<file path="src/rtl/layer_pkg.sv">
// layer_pkg: shared state encodings for the layer arbiter
package layer_pkg;
  typedef enum logic {eEMPTY, eFULL} buf_state_e;
  typedef enum logic {eIDLE, eLOCKED} lock_state_e;
endpackage

</file>
<file path="src/rtl/rr_priority_select.sv">
// rr_priority_select: first set request at or after ptr, wrapping modulo N_REQ
module rr_priority_select #(
  parameter int N_REQ = 4,
  localparam int ID_W = $clog2(N_REQ)
) (
  input  logic [N_REQ-1:0] req,
  input  logic [ID_W-1:0]  ptr,
  output logic [ID_W-1:0]  sel,
  output logic             any
);
  logic [ID_W-1:0] k;
  always_comb begin
    sel = '0;
    any = 1'b0;
    k   = '0;
    for (int i = N_REQ - 1; i >= 0; i--) begin
      k = ID_W'((int'(ptr) + i) % N_REQ);
      if (req[k]) begin
        sel = k;
        any = 1'b1;
      end
    end
  end
endmodule

</file>
<file path="src/rtl/rr_layer_arbiter.sv">
// rr_layer_arbiter: round-robin packet-locked arbiter feeding a single-entry output register
module rr_layer_arbiter
  import layer_pkg::*;
#(
  parameter int N_REQ = 4,
  parameter int WIDTH = 16,
  localparam int ID_W = $clog2(N_REQ)
) (
  input  logic                   clk_i,
  input  logic                   reset_i,
  input  logic [N_REQ-1:0]       valid_i,
  input  logic [N_REQ-1:0]       last_i,
  input  logic [N_REQ*WIDTH-1:0] data_i,
  output logic [N_REQ-1:0]       ready_o,
  output logic                   valid_o,
  input  logic                   ready_i,
  output logic [WIDTH-1:0]       data_r_o,
  output logic [ID_W-1:0]        id_r_o,
  output logic                   last_r_o
);
  buf_state_e      buf_q, buf_d;
  lock_state_e     lock_q, lock_d;
  logic [ID_W-1:0] owner_q, owner_d, rr_ptr, rr_ptr_d, pick, sel;
  logic            any, space, grant_en, accept, last_sel;
  rr_priority_select #(.N_REQ(N_REQ)) u_sel (
    .req(valid_i),
    .ptr(rr_ptr),
    .sel(pick),
    .any(any)
  );
  always_comb begin
    space    = (buf_q == eEMPTY) || ready_i;
    sel      = (lock_q == eLOCKED) ? owner_q : pick;
    grant_en = (lock_q == eLOCKED) || any;
    last_sel = last_i[sel];
    accept   = space && grant_en && valid_i[sel];
    ready_o  = (reset_i && space && grant_en) ? N_REQ'(1) << sel : '0;
    valid_o  = buf_q == eFULL;
    buf_d    = accept ? eFULL : (ready_i ? eEMPTY : buf_q);
    lock_d   = accept ? (last_sel ? eIDLE : eLOCKED) : lock_q;
    owner_d  = (accept && !last_sel) ? sel : owner_q;
    rr_ptr_d = (accept && last_sel) ? ((sel == ID_W'(N_REQ - 1)) ? '0 : sel + ID_W'(1)) : rr_ptr;
  end
  always_ff @(posedge clk_i or negedge reset_i) begin
    if (!reset_i) begin
      buf_q    <= eEMPTY;
      lock_q   <= eIDLE;
      owner_q  <= '0;
      rr_ptr   <= '0;
      data_r_o <= '0;
      id_r_o   <= '0;
      last_r_o <= 1'b0;
    end else begin
      buf_q   <= buf_d;
      lock_q  <= lock_d;
      owner_q <= owner_d;
      rr_ptr  <= rr_ptr_d;
      if (accept) begin
        data_r_o <= data_i[sel*WIDTH +: WIDTH];
        id_r_o   <= sel;
        last_r_o <= last_sel;
      end
    end
  end
endmodule

</file>
<file path="config.mk">
export PLATFORM = sky130hd
export DESIGN_NAME = rr_layer_arbiter
export DESIGN_NICKNAME = d
export VERILOG_FILES = /design/src/rtl/layer_pkg.sv /design/src/rtl/rr_priority_select.sv /design/src/rtl/rr_layer_arbiter.sv
export SDC_FILE = /design/constraint.sdc
export NUM_CORES = 1
export LEC_CHECK = 0
export CORE_MARGIN = 3
export CORE_UTILIZATION = 39
export DETAILED_ROUTE_END_ITERATION = 6
export GPL_ROUTABILITY_DRIVEN = 0
export PLACE_DENSITY = 0.8
export SYNTH_ARGS = -nofsm -noshare
export SYNTH_HDL_FRONTEND = slang
export SYNTH_SLANG_ARGS = --single-unit
</file>
<file path="constraint.sdc">
create_clock -name clk_i -period 3 [get_ports clk_i]
set_input_delay 0.45 -clock clk_i [delete_from_list [all_inputs] [get_ports clk_i]]
set_output_delay 0.45 -clock clk_i [all_outputs]
set_load 0.05 [all_outputs]
</file>
# After elaboration in Yosys (flattened, before gate mapping)
# Index checks and enable logic that the tools add are counted.
[word_totals]
register_bits = 25
inputBits = 75
word_cells = 56
[classes]
addsub = 4
order_cmp = 5
eq_ne = 1
shift = 2
n_mux = 26
bitwise = 1
reduce_logical = 10
[ops]
columns = ["operator", "count"]
rows = [
  ["$shiftx 64x7->16", 1],
  ["$lt 2x3->1 const B", 5],
  ["$mux 1", 13],
  ["$bmux 1 s2", 6],
  ["$mux 2", 6],
  ["$logic_and 1x1->1", 6],
  ["$add 2x1->2 const B", 2],
  ["$add 2x2->2 const B", 2],
  ["$mux 4", 1],
  ["$shl 1x2->4 const A", 1],
  ["$eq 2x2->1 const B", 1],
  ["$logic_or 1x1->1", 2],
  ["$reduce_bool 2->1", 1],
  ["$logic_not 1->1", 1],
  ["$not 1->1", 1],
]

# Depth between registers and ports, before layout
# Gate-level depths: netlist of run 1.
[depth]
ltp_word = 12
ltp_mapped = 12

# By module
# From an unflattened synthesis of run 1, not the netlist that was laid out.
[hier_totals]
hier_cells = 207
hier_area_um2 = 1810.5
[by_module_without_submodules]
columns = ["module", "instances", "cells_per_inst", "area_each_um2"]
rows = [
  ["rr_layer_arbiter", 1, 194, 1732.9],
  ["rr_priority_select", 1, 13, 77.6],
]

# Least setup slack after synthesis of run 1
# Ideal clock, no wire load.
[synth_path]
path_kind = "flip-flop to output port"
start = "register rr_ptr[1]"
end = "output port ready_o[2]"
arrival_ns = 2.262
setup_slack_ns = 0.288
stages_incl_launch_ff = 9
path_buffers = 3
cell_sequence = "dfrtp_1 -> buf_2 -> mux2i_1 -> o221ai_1 -> a2bb2oi_1 -> buf_2 -> buf_2 -> ha_1 -> and3_1"
[synth_via]
elab_chain_cells = 10
[synth_lines]
columns = ["element", "line_no", "text"]
rows = [
  ["start: declaration", "rr_layer_arbiter.sv:23", "logic [ID_W-1:0] owner_q, owner_d, rr_ptr, rr_ptr_d, pick, sel;"],
  ["start signal: assignment", "rr_layer_arbiter.sv:57", "rr_ptr <= rr_ptr_d;"],
  ["$add 2x2->2", "rr_priority_select.sv:17", "k = ID_W'((int'(ptr) + i) % N_REQ);"],
  ["$bmux 1 s2", "rr_priority_select.sv:18", "if (req[k]) begin"],
  ["$mux 1 (implied by the code)", "rr_priority_select.sv:18", ""],
  ["$mux 2 or $mux 1 (tied branches) (4 in a row)", "rr_priority_select.sv:18", ""],
  ["$mux 2 or $logic_or 1x1->1 (tied branches)", "rr_layer_arbiter.sv:33, rr_layer_arbiter.sv:34", ""],
  ["$shl 1x2->4 or $logic_and 1x1->1 (tied branches)", "rr_layer_arbiter.sv:37", "ready_o = (reset_i && space && grant_en) ? N_REQ'(1) << sel : '0;"],
  ["$mux 4 *", "rr_layer_arbiter.sv:37", ""],
  ["end: declaration", "rr_layer_arbiter.sv:14", "output logic [N_REQ-1:0] ready_o,"],
]
# Every way passes the cells marked *; elsewhere a longest branch is shown, timed or not. The select of a mux whose other input is x is not followed.

# Worst setup path in the final report of run 1
[layout_path]
start = "input port valid_i[0]"
end = "output port ready_o[1]"
[layout_via]
elab_chain_cells = 9
[layout_lines]
columns = ["element", "line_no", "text"]
rows = [
  ["start: declaration", "rr_layer_arbiter.sv:11", "input logic [N_REQ-1:0] valid_i,"],
  ["$bmux 1 s2", "rr_priority_select.sv:18", ""],
  ["$mux 1 (implied by the code)", "rr_priority_select.sv:18", ""],
  ["$mux 2 or $mux 1 (tied branches) (4 in a row)", "rr_priority_select.sv:18", ""],
  ["$mux 2 or $logic_or 1x1->1 (tied branches)", "rr_layer_arbiter.sv:33, rr_layer_arbiter.sv:34", ""],
  ["$shl 1x2->4 or $logic_and 1x1->1 (tied branches)", "rr_layer_arbiter.sv:37", ""],
  ["$mux 4 *", "rr_layer_arbiter.sv:37", ""],
]
# Marked as above.

==> results of run 1 <==
path summary, 6_finish.rpt:
check | endpoint
max | ready_o[1]
min | id_r_o[0]
max reg2reg | rr_ptr[1]
min reg2reg | data_r_o[1]
max in group asynchronous | data_r_o[7]
min in group clk_i | data_r_o[1]
flip-flops by register name, indices dropped and copies added (netlist names):
register and flops:
id_r_o 2, last_r_o 1, owner_q 2, rr_ptr 2, data_r_o 16, lock_q 1, valid_o 1
layer usage:
metal | GRT usage | vias to the layer above
met5 | 0 | -
met4 | 0.02964 | 0
met3 | 0.03471 | 4
met2 | 0.3502 | 89
met1 | 0.2611 | 905
li1 | - | 919
Yosys cell counts (2+ instances only):
cell,number,share of area
nand2b_1,3,0.010
dfrtp_1,25,0.34
o311ai_0,2,0.0095
a21o_1,18,0.073
and3_1,2,0.0068
and2_1,19,0.065
a21boi_0,2,0.0082
mux2i_1,19,0.10
nand2_1,8,0.016
a21oi_1,4,0.011
clkbuf_1,5,0.010
ha_1,2,0.014
nor2_1,5,0.010
mux2_2,2,0.012
buf_2,6,0.016
o21ai_0,6,0.016
a211oi_1,23,0.094
buf_6,3,0.018
inv_1,7,0.014
a211oi_2,9,0.061
cell usage in the layout, fill, tap and decap left out, types with 2 or more instances in the layout:
cell type	n
clkbuf_8	3
and3_1	2
clkdlybuf4s50_1	94
inv_1	7
nor2_1	5
and2_1	19
a21oi_1	4
mux2i_1	19
o21ai_0	6
a21o_1	18
mux2_2	2
a211oi_2	9
buf_4	19
ha_1	2
nand2b_1	3
a21boi_0	2
a211oi_1	23
dfrtp_1	25
nand2_1	8
buf_12	2
o311ai_0	2
cell families after synthesis:
logic type | after synthesis
buffers and inverters | 23
multiplexers | 21
adder cells (fa/ha/maj) | 2
AND/OR/NAND/NOR | 44
flip-flops | 25
AO/OA/AOI/OAI | 76
power by group:
group          switching (mW)  internal [mW]
logic                    1.40           1.01
registers               0.119          0.506
clock network           0.108         0.0950
worst max-delay path: cells and delay by family:
kind | cells | cell delay, ns
compound gates | 3 | 0.63
buf+inv | 4 | 1.03
simple gates | 2 | 0.30
layout make-up:
class	instances	area, sq um
fill	360	1440
timing repair buffer	115	1124
multi-input combinational	143	1115
sequential	25	625.6
tap	52	65.06
clock buffer	4	45.04
inverter	8	30.03
==> results_dict.tcl, run 1 <==
set metrics [dict create \
    period_minus_slack_ns 2.868 \
    r2r_slack_ns 0.47 \
    maxCapViolCount 0 \
    cts_hold_buf 0 \
    fin_area_sq_mm 0.003004 \
    pre_cts_ws_ns 0.08730 \
    area_growth_pct 63.33 \
    drc 0 \
    max_freq_mhz 348.7 \
    drt_iter0_drc 135 \
    wl_met2_um 2748 \
    drive_gt1_frac 0.1390 \
    cts_setup_buffers 0 \
    clk_pin_slew_ns 0.09 \
    worst_slack_ns 0.1322 \
    routed-wl-met3_um 499 \
    synth_mux_area_frac 0.1156 \
    top_layer_used "met4" \
    synth_fp_nets 268 \
    drt_wl_total_um 5670 \
    die_area_sq_mm 0.005576 \
    cp_slowest_stage_delay_ns 0.47 \
    slew_headroom 0.6382 \
    cp-end-kind "output pin" \
    power_density_mw_per_mm2 1080 \
    wl_met1_um 2410 \
    critPathKind "in2out" \
    antenna_found_initial 0 \
    tritoncts "yes" \
    avgSynthCellArea_sq_um 9.630 \
    syn-cell-area_sq_mm 0.001839 \
    grt_max_degree 24 \
    cts_root_buf "clkbuf_8" \
    grt_pass1_vias 1819 \
    start_kind "input port" \
    rows 24 \
    cellLeakagePower_nw 1.319 \
    synth_xor_area_frac 0 \
    wire_per_inst_um 16.34 \
    grt.total_usage 0.1987 \
    dpl.hpwl_um 4380 \
    ant_nets 0 \
    timing.rr.start "rr_ptr[1]" \
    cts.path.max_buffers 2 \
    seq_area_frac_synth 0.3401 \
    worstMarginPinSlew_ns 0.5359 \
    hold_viol_final 0 \
    stdcell_count 347 \
    cts_made_buffers 3 \
    io_pins 99 \
    final_net_count 373 \
    num_vias 1917 \
    syn_inst 191 \
    worstPathRequired_ns 2.55 \
    grt_pass1_wl_um 8673 \
    synth_fa_ha_area_frac 0.01361 \
    hold_class "in2async" \
    start_util 0.4139 \
    async_flop_share 1.000 \
    place_inst 339 \
    setup-tns-final_ns 0 \
    worst_path_most_repeated_cell "buf_4" \
    cp_slowest_cell "clkdlybuf4s50_1" \
    place_area_sq_mm 0.002929 \
    synth_edf_count 0 \
    worstPathMaxFanout 8 \
    finClkSkew_ns 0.002037 \
    cts_sinks 25 \
    finalSetupViolations 0 \
    status "completed" \
    r2r_cells 9 \
    post_cts_resized 0 \
    final_core_util 0.6760 \
    die_h_um 74.68 \
    crit_chain "clkdlybuf4s50_1 > buf_4 > a31oi_1 > o21ai_0 > o31ai_2 > buf_4 > nand3_1 > nor2_1 > buf_12" \
    fin_hold_ws_ns 0.4287 \
    synthSimpleGateAreaFrac 0.1361 \
    ys_types 41 \
    routed_via_density 5.524 \
    dr.pass1.iters 4 \
    synth-main-ff-cell "dfrtp_1" \
    post-route-period-util 0.9559 \
    ys_ff_latch 25 \
    synth-compound-area-share 0.3313 \
    die_x_um 74.68 \
    p_total_mw 3.245 \
    startpoint "valid_i[0]" \
    antenna_cells 0 \
    synth_top_family_by_area "compound AO/OA/AOI/OAI gates" \
    slew_violations 0 \
    clk_latency_ns 0.27 \
    yosys_warnings 0 \
    crit_arrival_ns 2.42 \
    h-tree-depth 1 \
    irDropWorstVdd_uv 634.9 \
    grt-ovfl-total 0 \
    coreArea_sq_mm 0.004444 \
    port-buffer-count 98 \
]
Note: power is estimated with default switching activity, not from simulation.
==> inputs of run 2 (changes only) <==
--- a/config.mk
+++ b/config.mk
@@ -10,6 +10,7 @@
 export DETAILED_ROUTE_END_ITERATION = 6
 export GPL_ROUTABILITY_DRIVEN = 0
 export PLACE_DENSITY = 0.8
+export SKIP_CTS_REPAIR_TIMING = 1
 export SYNTH_ARGS = -nofsm -noshare
 export SYNTH_HDL_FRONTEND = slang
 export SYNTH_SLANG_ARGS = --single-unit
==> results of run 2 <==
Same layout as run 1: the final DEF is identical, and so are final timing and power.
==> inputs of run 3 (changes only) <==
--- a/config.mk
+++ b/config.mk
@@ -5,7 +5,6 @@
 export SDC_FILE = /design/constraint.sdc
 export NUM_CORES = 1
 export LEC_CHECK = 0
-export CORE_MARGIN = 3
 export CORE_UTILIZATION = 39
 export DETAILED_ROUTE_END_ITERATION = 6
 export GPL_ROUTABILITY_DRIVEN = 0
==> run 3 against run 2 <==
  * The run now ends with design-rule violations left
  * Power hardly changed
  * Critical endpoint is now ready_o[2]
  * Largest cell class unchanged
  * Sequential power decreased by 2%
  * Critical path type unchanged
  * Largest power group unchanged
  * Combinational power hardly changed
  * Clock-buffer cell count is the same
==> results_dict.tcl, run 3 (same netlist as run 1, synthesis figures left out) <==
set metrics [dict create \
    status "complete, but fails checks" \
    violations "design-rule violations" \
    reg2reg_to "rr_ptr[1]" \
    rows 24 \
    netSwitchingFraction 0.4974 \
    crit_chain "clkdlybuf4s50_1 > buf_4 > a31oi_1 > o21ai_0 > o31ai_2 > inv_2 > ha_1 > and3_1 > buf_4" \
    final_cell_mix "clkdlybuf4s50_1 (94), dfrtp_1 (25), a211oi_1 (23)" \
    slew_headroom 0.6493 \
    worstPathRequired_ns 2.55 \
    setup-tns-final_ns 0 \
    cp-end-kind "output pin" \
    comb_power_share 0.748 \
    irDropWorstVdd_uv 701.9 \
    layout.cells.most_common "clkdlybuf4s50_1" \
    worstMarginPinSlew_ns 0.5244 \
    cts_made_buffers 3 \
    cts.path.max_buffers 2 \
    post-route-period-util 0.9616 \
    worstPathMaxFanout 9 \
    rsz0062_at_grt "yes" \
    cp_slowest_cell "clkdlybuf4s50_1" \
    startpoint "valid_i[0]" \
    grt_pass1_wl_um 8756 \
    num_vias 1871 \
    cp.depth 9 \
    cellLeakagePower_nw 1.321 \
    crit_arrival_ns 2.43 \
    antenna_cells 0 \
    critPathTopFamily "buffers and inverters" \
    slew_violations 0 \
    wire_per_inst_um 15.70 \
    drt_wl_total_um 5431 \
    cellInternalPower_mw 1.632 \
    cts_sinks 25 \
    hold_class "in2async" \
    period_minus_slack_ns 2.885 \
    final_core_util 0.6779 \
    start_kind "input port" \
    cp_slowest_stage_delay_ns 0.47 \
    drc 18 \
    grt_max_degree 24 \
    finalSetupViolations 0 \
    drive_gt1_frac 0.1361 \
    port-buffer-count 98 \
    die_h_um 70.68 \
    critPathKind "in2out" \
    maxCapViolCount 0 \
    worst_path_most_repeated_cell "buf_4" \
    p_switching_mw 1.615 \
    clk_pin_slew_ns 0.09 \
    stdcell_count 346 \
    finClkSkew_ns 0.005212 \
    ant_nets 0 \
    p_total_mw 3.247 \
    final_net_count 372 \
    tritoncts "yes" \
    dpl.hpwl_um 4184 \
    critPathBufInv 4 \
    hold_viol_final 0 \
    area_growth_pct 63.81 \
    dr.pass1.iters 6 \
    largest_reg_flops 16 \
    die_x_um 70.68 \
    grt_pass1_vias 1875 \
    drt_iter0_drc 75 \
    antenna_found_initial 0 \
    start_util 0.4139 \
    coreArea_sq_mm 0.004444 \
    grt-ovfl-total 0 \
    timing.rr.start "rr_ptr[1]" \
    endpoint "ready_o[2]" \
    power_frac_seq 0.189 \
    r2r_slack_ns 0.45 \
    pwr-share-clk 0.063 \
    power_density_mw_per_mm2 1078 \
    max_freq_mhz 346.6 \
    place_inst 339 \
    io_pins 99 \
    cts_root_buf "clkbuf_8" \
    routed_via_density 5.408 \
    h-tree-depth 1 \
    grt.total_usage 0.2210 \
    top_register "data_r_o" \
    die_area_sq_mm 0.004995 \
    r2r_cells 9 \
    clk_latency_ns 0.27 \
]
-- run 3: cell types whose count changed in the layout (fill, tap and decap cells not counted), sizes merged --
cell  previous run  this run
buf             21        20
-- run 3: worst min-delay path by stage --
stage / startpoint / endpoint / slack, ns / cells after the start
3_3_place_gp: data_r_o[3] / data_r_o[3] / 0.46 / 1
3_5_place_dp: data_r_o[12] / data_r_o[12] / 0.46 / 1
6_report: reset_i / id_r_o[0] / 0.39 / 1
2_1_floorplan: reset_i / data_r_o[0] / 0.15 / 0
5_1_grt: reset_i / valid_o / 0.40 / 1
4_1_cts: reset_i / id_r_o[0] / 0.39 / 1
-- run 3: final cells by class --
class / count / area [sq um]
Tap cell: 52 / 65.06
Multi-Input combinational cell: 143 / 1115
Inverter: 8 / 30.03
Clock buffer: 4 / 45.04
Fill cell: 380 / 1431
Timing Repair Buffer: 114 / 1132
Sequential cell: 25 / 625.6
-- run 3: worst reg2reg max path, cell delays in order, from the launching register on --
cell,delay [ns]
dfrtp_1,0.49
or3b_1,0.39
a41o_1,0.28
o31ai_2,0.10
inv_2,0.15
buf_4,0.18
mux2i_1,0.29
nor2_1,0.07
o21bai_1,0.16
mux2_2,0.35
-- run 3: power by group through the flow --
stage / clock network [mW] / logic, mW / registers, mW
floorplan: 0 / 1.22 / 1.05
global placement: 0 / 2.35 / 0.619
detailed placement: 0 / 2.39 / 0.620
CTS: 0.212 / 2.39 / 0.613
global route: 0.223 / 2.59 / 0.636
finish: 0.205 / 2.43 / 0.615
-- run 3: metrics by stage --
| step | area (sq um) | setup WS (ns) | hold slack [ns] |
|---|---|---|---|
| final | 3013 | 0.1152 | 0.3858 |
| after global routing | 3013 | -0.005446 | 0.4047 |
| after CTS | 2987 | 0.03212 | 0.3892 |
| after detailed placement | 2942 | 0.02707 | 0.4646 |
| after global placement | 2942 | 0.1043 | 0.4594 |
| after floorplan | 1839 | 0.2882 | 0.1544 |
-- run 3: per-layer routing --
layer  wire (um)  vias to the layer above  GRT usage
met5           0                        -          0
met4          61                        0    0.05778
met3         394                        7    0.03989
met2        2612                       67     0.3959
met1        2362                      873     0.2751
li1            -                      924          -
